**src/rtl/i2c_pkg.sv**
```systemverilog
// Shared I2C definitions: target FSM state encoding and bus ACK/NACK levels.
package i2c_pkg;

    typedef enum logic [3:0] {
        ST_IDLE,
        ST_DEV_ADDR,
        ST_DEV_ACK,
        ST_REG_ADDR,
        ST_REG_ACK,
        ST_WR_DATA,
        ST_WR_ACK,
        ST_RD_DATA,
        ST_RD_ACK
    } i2c_slave_state_t;

    localparam logic I2C_ACK  = 1'b0;
    localparam logic I2C_NACK = 1'b1;

endpackage

```
**src/rtl/i2c_slave_regif_if.sv**
```systemverilog
// Bus pins and register-bank port of the I2C register target.
interface i2c_slave_regif_if #(
    parameter int NUM_REGS = 16
);
    localparam int PW = (NUM_REGS > 1) ? $clog2(NUM_REGS) : 1;

    logic          scl_in;
    logic          sda_in;
    logic          sda_out_en;
    logic [PW-1:0] reg_addr;
    logic          reg_wr_en;
    logic [7:0]    reg_wr_data;
    logic [7:0]    reg_rd_data;
    logic          busy;

    modport slave (
        input  scl_in, sda_in, reg_rd_data,
        output sda_out_en, reg_addr, reg_wr_en, reg_wr_data, busy
    );

    modport master (
        output scl_in, sda_in, reg_rd_data,
        input  sda_out_en, reg_addr, reg_wr_en, reg_wr_data, busy
    );
endinterface

```
**src/rtl/i2c_sync_edge.sv**
```systemverilog
// Multi-flop synchroniser for an asynchronous bus pin plus rise/fall pulses.
// Chain resets to 1 (idle bus level) so reset release does not fake a START.
module i2c_sync_edge #(
    parameter int STAGES = 2
) (
    input  logic clk,
    input  logic rst,
    input  logic d,
    output logic q,
    output logic rise,
    output logic fall
);
    logic [STAGES-1:0] sync;
    logic              prev;

    always_ff @(posedge clk or posedge rst) begin
        if (rst) begin
            sync <= '1;
            prev <= 1'b1;
        end else begin
            sync <= {sync[STAGES-2:0], d};
            prev <= sync[STAGES-1];
        end
    end

    assign q    = sync[STAGES-1];
    assign rise = q & ~prev;
    assign fall = ~q & prev;
endmodule

```
**src/rtl/i2c_slave_regif.sv**
```systemverilog
// I2C register target: address match, pointer byte, byte writes/reads to an external bank.
// Optional macro I2C_SLAVE_AUTOINC_EN: pointer advances after each written or master-ACKed read byte.
module i2c_slave_regif
    import i2c_pkg::*;
#(
    parameter logic [6:0] SLAVE_ADDR  = 7'h50,
    parameter int         NUM_REGS    = 16,
    parameter int         SYNC_STAGES = 2
) (
    input  logic             clk,
    input  logic             rst,
    i2c_slave_regif_if.slave bus
);
    localparam int         PW     = (NUM_REGS > 1) ? $clog2(NUM_REGS) : 1;
    localparam logic [8:0] NREGS9 = 9'(NUM_REGS);

    localparam logic [3:0] IDLE     = ST_IDLE;
    localparam logic [3:0] DEV_ADDR = ST_DEV_ADDR;
    localparam logic [3:0] DEV_ACK  = ST_DEV_ACK;
    localparam logic [3:0] REG_ADDR = ST_REG_ADDR;
    localparam logic [3:0] REG_ACK  = ST_REG_ACK;
    localparam logic [3:0] WR_DATA  = ST_WR_DATA;
    localparam logic [3:0] WR_ACK   = ST_WR_ACK;
    localparam logic [3:0] RD_DATA  = ST_RD_DATA;
    localparam logic [3:0] RD_ACK   = ST_RD_ACK;

    logic scl_q, scl_rise, scl_fall;
    logic sda_q, sda_rise, sda_fall;

    i2c_sync_edge #(.STAGES(SYNC_STAGES)) u_scl (
        .clk(clk), .rst(rst), .d(bus.scl_in), .q(scl_q), .rise(scl_rise), .fall(scl_fall)
    );
    i2c_sync_edge #(.STAGES(SYNC_STAGES)) u_sda (
        .clk(clk), .rst(rst), .d(bus.sda_in), .q(sda_q), .rise(sda_rise), .fall(sda_fall)
    );

    logic [3:0]    state;
    logic [2:0]    bit_cnt;
    logic [7:0]    shreg;
    logic          rw;
    logic          late;     // ACK states: 9th rise seen; RD_DATA: 8th rise seen
    logic          sda_oe;
    logic          busy;
    logic [PW-1:0] reg_addr;
    logic          reg_wr_en;
    logic [7:0]    reg_wr_data;

    logic       start_det, stop_det, byte_last, addr_hit, reg_ok;
    logic [7:0] next_byte;

    assign start_det = sda_fall & scl_q;
    assign stop_det  = sda_rise & scl_q;
    assign next_byte = {shreg[6:0], sda_q};
    assign byte_last = (bit_cnt == 3'd7);
    assign addr_hit  = (next_byte[7:1] == SLAVE_ADDR);
    assign reg_ok    = ({1'b0, next_byte} < NREGS9);

`ifdef I2C_SLAVE_AUTOINC_EN
    function automatic logic [PW-1:0] ptr_inc(input logic [PW-1:0] p);
        return (p == PW'(NUM_REGS - 1)) ? '0 : p + 1'b1;
    endfunction
`endif

    always_ff @(posedge clk or posedge rst) begin
        if (rst) begin
            state       <= IDLE;
            bit_cnt     <= '0;
            shreg       <= '0;
            rw          <= 1'b0;
            late        <= 1'b0;
            sda_oe      <= 1'b0;
            busy        <= 1'b0;
            reg_addr    <= '0;
            reg_wr_en   <= 1'b0;
            reg_wr_data <= '0;
        end else begin
            reg_wr_en <= 1'b0;
`ifdef I2C_SLAVE_AUTOINC_EN
            // Advance at the end of the strobe cycle so the bank sees the written address.
            if (reg_wr_en) reg_addr <= ptr_inc(reg_addr);
`endif
            if (start_det) begin
                state   <= DEV_ADDR;
                bit_cnt <= '0;
                busy    <= 1'b0;
                sda_oe  <= 1'b0;
                late    <= 1'b0;
            end else if (stop_det) begin
                state  <= IDLE;
                busy   <= 1'b0;
                sda_oe <= 1'b0;
                late   <= 1'b0;
            end else if (scl_rise) begin
                case (state)
                    DEV_ADDR, REG_ADDR, WR_DATA: begin
                        shreg   <= next_byte;
                        bit_cnt <= bit_cnt + 1'b1;
                        late    <= 1'b0;
                        if (byte_last) begin
                            if (state == DEV_ADDR) begin
                                if (addr_hit) begin
                                    busy  <= 1'b1;
                                    rw    <= sda_q;
                                    state <= DEV_ACK;
                                end else begin
                                    state <= IDLE;
                                end
                            end else if (state == REG_ADDR) begin
                                if (reg_ok) begin
                                    reg_addr <= next_byte[PW-1:0];
                                    state    <= REG_ACK;
                                end else begin
                                    state <= IDLE;
                                end
                            end else begin
                                reg_wr_en   <= 1'b1;
                                reg_wr_data <= next_byte;
                                state       <= WR_ACK;
                            end
                        end
                    end
                    DEV_ACK, REG_ACK, WR_ACK: late <= 1'b1;
                    RD_DATA: begin
                        bit_cnt <= bit_cnt + 1'b1;
                        if (byte_last) late <= 1'b1;
                    end
                    RD_ACK: begin
                        if (sda_q == I2C_NACK) begin
                            state <= IDLE;
                        end else begin
                            late <= 1'b1;
`ifdef I2C_SLAVE_AUTOINC_EN
                            reg_addr <= ptr_inc(reg_addr);
`endif
                        end
                    end
                    default: ;
                endcase
            end else if (scl_fall) begin
                case (state)
                    DEV_ACK, REG_ACK, WR_ACK: begin
                        if (!late) begin
                            sda_oe <= ~I2C_ACK;
                        end else begin
                            late    <= 1'b0;
                            bit_cnt <= '0;
                            if (state == DEV_ACK && rw) begin
                                shreg  <= bus.reg_rd_data;
                                sda_oe <= ~bus.reg_rd_data[7];
                                state  <= RD_DATA;
                            end else begin
                                sda_oe <= 1'b0;
                                state  <= (state == DEV_ACK) ? REG_ADDR : WR_DATA;
                            end
                        end
                    end
                    RD_DATA: begin
                        if (late) begin
                            sda_oe <= 1'b0;
                            late   <= 1'b0;
                            state  <= RD_ACK;
                        end else begin
                            sda_oe <= ~shreg[6];
                            shreg  <= {shreg[6:0], 1'b0};
                        end
                    end
                    RD_ACK: begin
                        if (late) begin
                            late    <= 1'b0;
                            bit_cnt <= '0;
                            shreg   <= bus.reg_rd_data;
                            sda_oe  <= ~bus.reg_rd_data[7];
                            state   <= RD_DATA;
                        end
                    end
                    default: ;
                endcase
            end
        end
    end

    assign bus.sda_out_en  = sda_oe;
    assign bus.reg_addr    = reg_addr;
    assign bus.reg_wr_en   = reg_wr_en;
    assign bus.reg_wr_data = reg_wr_data;
    assign bus.busy        = busy;
endmodule

```
**src/flat_wrapper.sv**
```systemverilog
// flat-port wrapper written by rule: the top's interface ports become plain ports
module i2c_slave_regif_flat import i2c_pkg::*;
#(
    parameter logic [6:0] SLAVE_ADDR  = 7'h50,
    parameter int         NUM_REGS    = 16,
    parameter int         SYNC_STAGES = 2
)
  (clk, rst, bus_scl_in, bus_sda_in, bus_reg_rd_data, bus_sda_out_en, bus_reg_addr, bus_reg_wr_en, bus_reg_wr_data, bus_busy);
  i2c_slave_regif_if #(.NUM_REGS(NUM_REGS)) bus_i ();
  input  logic clk;
  input  logic rst;
  input wire logic [$bits(bus_i.scl_in)-1:0] bus_scl_in;
  input wire logic [$bits(bus_i.sda_in)-1:0] bus_sda_in;
  input wire logic [$bits(bus_i.reg_rd_data)-1:0] bus_reg_rd_data;
  output wire logic [$bits(bus_i.sda_out_en)-1:0] bus_sda_out_en;
  output wire logic [$bits(bus_i.reg_addr)-1:0] bus_reg_addr;
  output wire logic [$bits(bus_i.reg_wr_en)-1:0] bus_reg_wr_en;
  output wire logic [$bits(bus_i.reg_wr_data)-1:0] bus_reg_wr_data;
  output wire logic [$bits(bus_i.busy)-1:0] bus_busy;
  assign bus_i.scl_in = bus_scl_in;
  assign bus_i.sda_in = bus_sda_in;
  assign bus_i.reg_rd_data = bus_reg_rd_data;
  assign bus_sda_out_en = bus_i.sda_out_en;
  assign bus_reg_addr = bus_i.reg_addr;
  assign bus_reg_wr_en = bus_i.reg_wr_en;
  assign bus_reg_wr_data = bus_i.reg_wr_data;
  assign bus_busy = bus_i.busy;
  i2c_slave_regif #(.SLAVE_ADDR(SLAVE_ADDR), .NUM_REGS(NUM_REGS), .SYNC_STAGES(SYNC_STAGES)) u_core (.clk(clk), .rst(rst), .bus(bus_i));
endmodule
```
**config.mk**
```make
export PLATFORM = sky130hd
export DESIGN_NAME = i2c_slave_regif_flat
export DESIGN_NICKNAME = d
export VERILOG_FILES = /design/src/rtl/i2c_pkg.sv /design/src/rtl/i2c_slave_regif_if.sv /design/src/rtl/i2c_sync_edge.sv /design/src/rtl/i2c_slave_regif.sv /design/src/flat_wrapper.sv
export SDC_FILE = /design/constraint.sdc
export NUM_CORES = 1
export LEC_CHECK = 0
export ABC_AREA = 1
export BUFFER_PORTS_ARGS = -buffer_cell sky130_fd_sc_hd__buf_2
export CAP_MARGIN = 10
export CELL_PAD_IN_SITES_DETAIL_PLACEMENT = 0
export CELL_PAD_IN_SITES_GLOBAL_PLACEMENT = 1
export CORE_MARGIN = 3
export CORE_UTILIZATION = 35
export CTS_BUF_LIST = sky130_fd_sc_hd__clkbuf_16
export DETAILED_ROUTE_END_ITERATION = 10
export GPL_ROUTABILITY_DRIVEN = 0
export HOLD_SLACK_MARGIN = 0.1
export PLACE_DENSITY = 0.8
export SYNTH_ARGS = -nofsm -noshare
export SYNTH_HDL_FRONTEND = slang
export SYNTH_HIERARCHICAL = 1
export SYNTH_SLANG_ARGS = --single-unit
```
**constraint.sdc**
```tcl
create_clock -name clk -period 1.8 [get_ports clk]
set_input_delay 0.18 -clock clk [delete_from_list [all_inputs] [get_ports clk]]
set_output_delay 0.18 -clock clk [all_outputs]
set_load 0.01 [all_outputs]
```
* After elaboration in Yosys (flattened, before gate mapping)
Index checks and enable logic that the tools add are counted.
Storage, ports and cells: flip-flop bits (word level) 37, logic and storage cells 153
Cells by class: multiplexer cells 63, eq/ne operators 28, reduce and logical (&&, ||, !) cells 30, magnitude comparators 1, $add $sub $neg 1, bitwise logic cells 16
Operator list (number):
- 2-to-1 mux 7 bit | 7
- 2-to-1 mux 4 bit | 11
- 2-to-1 mux 3 bit | 10
- 2-to-1 mux 1 bit | 29
- nonzero test 3 bit | 9
- != test 5 bit, second input constant | 5
- one-hot mux 7 bit (3 select lines) | 1
- == test 4 x 3 -> 1 bit, second input constant | 4
- AND reduction 8 bit | 2
- != test 5 x 1 -> 1 bit, second input constant | 3
- AND reduction 5 bit | 3
- AND reduction 7 bit | 2
- one-hot mux 4 bit (3 select lines) | 1
- nonzero test 4 bit | 3
- NOT 1 bit | 10
- != test 3 x 1 -> 1 bit, second input constant | 3
- AND reduction 9 bit | 1
- == test 4 x 2 -> 1 bit, second input constant | 2
- < comparator 8 x 5 -> 1 bit, second input constant | 1
- one-hot mux 4 bit (2 select lines) | 1
- OR reduction 4 bit | 2
- == test 7 bit, second input constant | 1
- != test 7 bit, second input constant | 1
- bitwise AND 1 bit | 6
- 19 further kinds | 21

* Depth between registers and ports, before layout
depth in word-level cells 9, mapped depth 12

* Cells and area by module
The synthesis kept the hierarchy.
By module, submodules not included:
- i2c_slave_regif | cells each 279, instances 1, area an instance 1954.4 µm²
- i2c_sync_edge | cells each 8, instances 2, area an instance 97.6 µm²

* Least setup slack after synthesis
Ideal clock, no wire load.
path kind reg2reg, from register u_core.u_scl.sync[1], to register u_core.state[1], period minus slack after synthesis 1.698 ns, stages on the path, launching flop included 13, path buffers 1, arrival time 1.582 ns, slack 0.102 ns, path through dfstp_2 -> inv_1 -> nor2_1 -> buf_4 -> nand2_1 -> nor2_1 -> nand2_1 -> nor2_1 -> inv_1 -> nand2_1 -> nor2_1 -> nand2_1 -> nand2_1
Between the ends: word-level cells in the longest chain between the ends 4
Ends and longest elaborated chain:
- from (decl) | line i2c_sync_edge.sv:13 | logic [STAGES-1:0] sync;
- from (signal assigned) | line i2c_sync_edge.sv:21 | sync <= {sync[STAGES-2:0], d};
- bitwise AND 1 bit (*) | line i2c_sync_edge.sv:27 | assign rise = q & ~prev;
- via u_core.scl_rise | line i2c_slave_regif.sv:27 | logic scl_q, scl_rise, scl_fall;
- parallel branches: the longest is 3 deep, another holds AND reduction 8 bit
- to (signal assigned) | line i2c_slave_regif.sv:153 | state <= (state == DEV_ACK) ? REG_ADDR : WR_DATA;
- to (decl) | line i2c_slave_regif.sv:37 | logic [3:0] state;
Mark *: on every way through the listed nets, which the timed path passes. A chain may end at the register's enable or synchronous reset.

* Final worst setup path
from register u_core.u_sda.sync[1], to register u_core.shreg[6]
RTL lines:
- from (decl) | line i2c_sync_edge.sv:13
- from (signal assigned) | line i2c_sync_edge.sv:21
- bitwise AND 1 bit | line i2c_sync_edge.sv:27
- via u_core.sda_rise | line i2c_slave_regif.sv:28 | logic sda_q, sda_rise, sda_fall;
- bitwise AND 1 bit | line i2c_slave_regif.sv:52 | assign stop_det = sda_rise & scl_q;
- NOT 1 bit (no source line)
- AND reduction 9 bit (no source line)
- to (signal assigned) | line i2c_slave_regif.sv:96 | shreg <= next_byte;
- to (signal assigned) | line i2c_slave_regif.sv:148 | shreg <= bus.reg_rd_data;
- to (signal assigned) | line i2c_slave_regif.sv:164 | shreg <= {shreg[6:0], 1'b0};
- to (decl) | line i2c_slave_regif.sv:39 | logic [7:0] shreg;
The timed path passes the listed nets, and every way through them passes these cells.

==> summary.md <==
| Metric | Value |
|---|---|
| Status | `completed` |
| Worst Path Class, Setup | `register to register` |
| CTS root buffer | `clkbuf_16` |
| CTS max path bufs | `2` |
| Vias in the first global route | `1882` |
| Layout Cell Area excl Fill | `2800 sq um` |
| I/O pin count | `27` |
| Unrepaired setup endpoints after global routing | `yes` |
| Final period util | `0.929` |
| Synthesized Nets | `309` |
| Routed WL | `5340 microns` |
| Total GRT Usage | `0.159` |
| Post-synth EDFFs | `0` |
| # diodes | `0` |
| Row count | `27` |
| Max VDD drop | `0.000607 V` |
| Clock Sinks | `37` |
| Share of cells above drive strength 1 | `0.296` |
| Relative slew slack | `0.737` |
| Sequential cell area | `933 sq um` |
| Port bufs | `26` |
| Ys flop type | `dfrtp_1` |
| Routed via count | `2058` |
| Final hold violations | `0` |
| First-pass GRT wire length | `9140 microns` |
| Routed Antenna Nets | `0` |
| Chip height | `84.4 microns` |
| Initial core utilization | `0.377` |
| Ys async rst share | `1.00` |
| Post-route minimum period | `1.67 ns` |
| Mapped Avg Cell Area | `7.29 sq um` |
| Syn Inst Count | `295` |
| Yosys warns | `6` |
| Slew Viols, Final | `0` |
| CTS Buf Count | `5` |
| Hold crit path type | `primary input to register` |
| Clk_lat worst skew | `0.28 ns` |
| Router iterations before antenna repair | `4` |
| Number of nets in the layout | `361` |
| Max_cap viols | `0` |
| Setup Skew | `0.00524 ns` |
| DP HPWL | `4020 microns` |
| CP max FO | `6` |
| Core area | `5710 sq um` |
| Remaining Overflow, GRT | `0` |
| Leakage dissipation | `0.00151 uW` |
| Fmax | `0.598 GHz` |
| Initial antenna violation count | `0` |
| CTS H-tree lvls | `2` |
| DRC viols | `0` |
| Die ar. | `7120 sq um` |
| Post-DP Area | `2430 sq um` |
| Worst-Margin Slew | `0.394 ns` |
| CP Launch Type | `register` |
| Post-synthesis sequential area ratio | `0.434` |
| Finished Core Util | `0.490` |
| Area Overhead vs Synth | `30.2%` |
| Worst Path Arrival | `1.84 ns` |
| Filler cell count | `558` |
| Wire per inst | `12.7 microns` |
| DIE WIDTH | `84.4 microns` |
| Pin count of the biggest net entering global routing | `32` |
| Required @ worst endpoint | `1.97 ns` |
| Unique masters post-synth | `30` |
| Pwr Density | `1330 nW/um^2` |
| Mapped Area | `2150 sq um` |
| Setup crit end kind | `register` |
| Flops & latches, synth | `37` |
| Area occupied by multi-input gates | `1130 sq um` |
| # setup viols final | `0` |
| Via/cell ratio | `4.90` |
| Initial drt markers | `107` |
| CTS tree | `built` |
| Clock transition at path regs | `0.06 ns` |
## cells by family after synthesis
family,share of synthesized area
AND/OR/NAND/NOR,0.407
AO/OA/AOI/OAI,0.0774
flip-flops,0.434
adder cells (fa/ha/maj),0.0116
buffers and inverters,0.0698
## critical path, stage by stage (launching register included)
cell	delay [ns]
dfstp_2	0.57
inv_1	0.06
nor2_2	0.11
nand2_2	0.11
nand2_4	0.11
inv_2	0.06
o21ai_0	0.13
a21oi_4	0.08
buf_4	0.17
nand4_1	0.10
nand2_1	0.05
## report_power, final
part           leakage [uW]  total, uW  internal [uW]  switching, uW
Combinational      0.000936       1420            503            919
Clock             0.0000944       1130            798            335
Sequential         0.000480       1160            978            180
## flip-flops by register name, indices dropped and copies added, names as in the netlist
register / cells
u_core/rw: 1
u_core/u_scl/sync: 2
u_core/bus.reg_wr_en: 1
u_core/u_sda/sync: 2
u_core/bus.busy: 1
u_core/shreg: 7
u_core/bus.reg_wr_data: 8
u_core/u_sda/prev: 1
u_core/late: 1
u_core/state: 4
u_core/bus.reg_addr: 4
u_core/bit_cnt: 3
u_core/bus.sda_out_en: 1
u_core/u_scl/prev: 1
## stage by stage
step,setup TNS [ns],setup slack [ns],hold WS [ns],instances,power [uW]
finish,0,0.128,0.251,420,3710
global placement,-0.00978,-0.00368,0.248,400,2480
detailed placement,-0.0180,-0.00733,0.261,400,2500
floorplan,0,0.102,0.113,295,2140
global route,-0.0385,-0.0212,0.273,420,4020
CTS,0,0.00723,0.246,412,3670
## cell type report
cell class / instances / area share
Multi-Input combinational cell: 220 / 0.406
Clock inverter: 3 / 0.0246
Sequential cell: 37 / 0.334
Clock buffer: 5 / 0.0447
Inverter: 33 / 0.0443
Tap cell: 72 / 0.0322
Timing Repair Buffer: 50 / 0.115
## timing repair
item                                   in CTS  in global routing
buffers inserted                            1                  8
endpoints found under the hold margin      39                  0
pin swaps                                   1                  7
gates cloned                                0                  0
gates resized for setup                     1                 22
setup endpoints to repair                   4                 27
hold buffers                                3                  0
## path summary, 6_finish.rpt
check                      depth (start not counted)                           start  slack (ns)                                end
max                                               10  u_core/u_sda/sync[1]$_DFF_PP1_        0.13        u_core/shreg[6]$_DFFE_PP0P_
min                                                5              bus_reg_rd_data[7]        0.25  u_core/bus.sda_out_en$_DFFE_PP0P_
max reg2reg                                       10  u_core/u_sda/sync[1]$_DFF_PP1_        0.13        u_core/shreg[6]$_DFFE_PP0P_
min reg2reg                                        0  u_core/u_sda/sync[0]$_DFF_PP1_        0.36     u_core/u_sda/sync[1]$_DFF_PP1_
max in group asynchronous                          4                             rst        0.95        u_core/state[0]$_DFFE_PP0P_
min in group asynchronous                          3                             rst        0.51     u_core/u_sda/sync[0]$_DFF_PP1_
## synthesized netlist by cell type (2+ instances only)
master / n / area [sq um]
nor3_1: 3 / 15.0
inv_1: 27 / 101
o21ai_1: 5 / 25.0
nor2_2: 5 / 31.3
buf_2: 3 / 15.0
ha_1: 2 / 25.0
a21oi_1: 6 / 30.0
nand2_1: 88 / 330
inv_2: 6 / 22.5
nor2_1: 39 / 146
nand2_2: 8 / 50.1
dfstp_2: 6 / 158
o21ai_0: 13 / 65.1
nand4_1: 14 / 87.6
dfrtp_1: 31 / 776
nand3_1: 25 / 125
## layout by cell type, fill, tap and decap left out, types with 6 or more instances in the layout
master   count
buf_2       26
buf_4       20
dfrtp_1     31
dfstp_2      6
inv_1       26
inv_2        7
nand2_1     86
nand2_2      7
nand3_1     25
nand4_1     14
nor2_1      29
nor2_2      14
o21ai_0     12
## routing by layer
layer	vias to the layer above	part of all wire	GRT usage	wire length [microns]
met3	9	0.057	0.0363	305
met1	938	0.48	0.231	2570
met4	0	0.016	0.0547	85
met5	-	0	0	0
li1	1065	-	-	-
met2	46	0.45	0.231	2380
(Power assumes the default switching activity.)
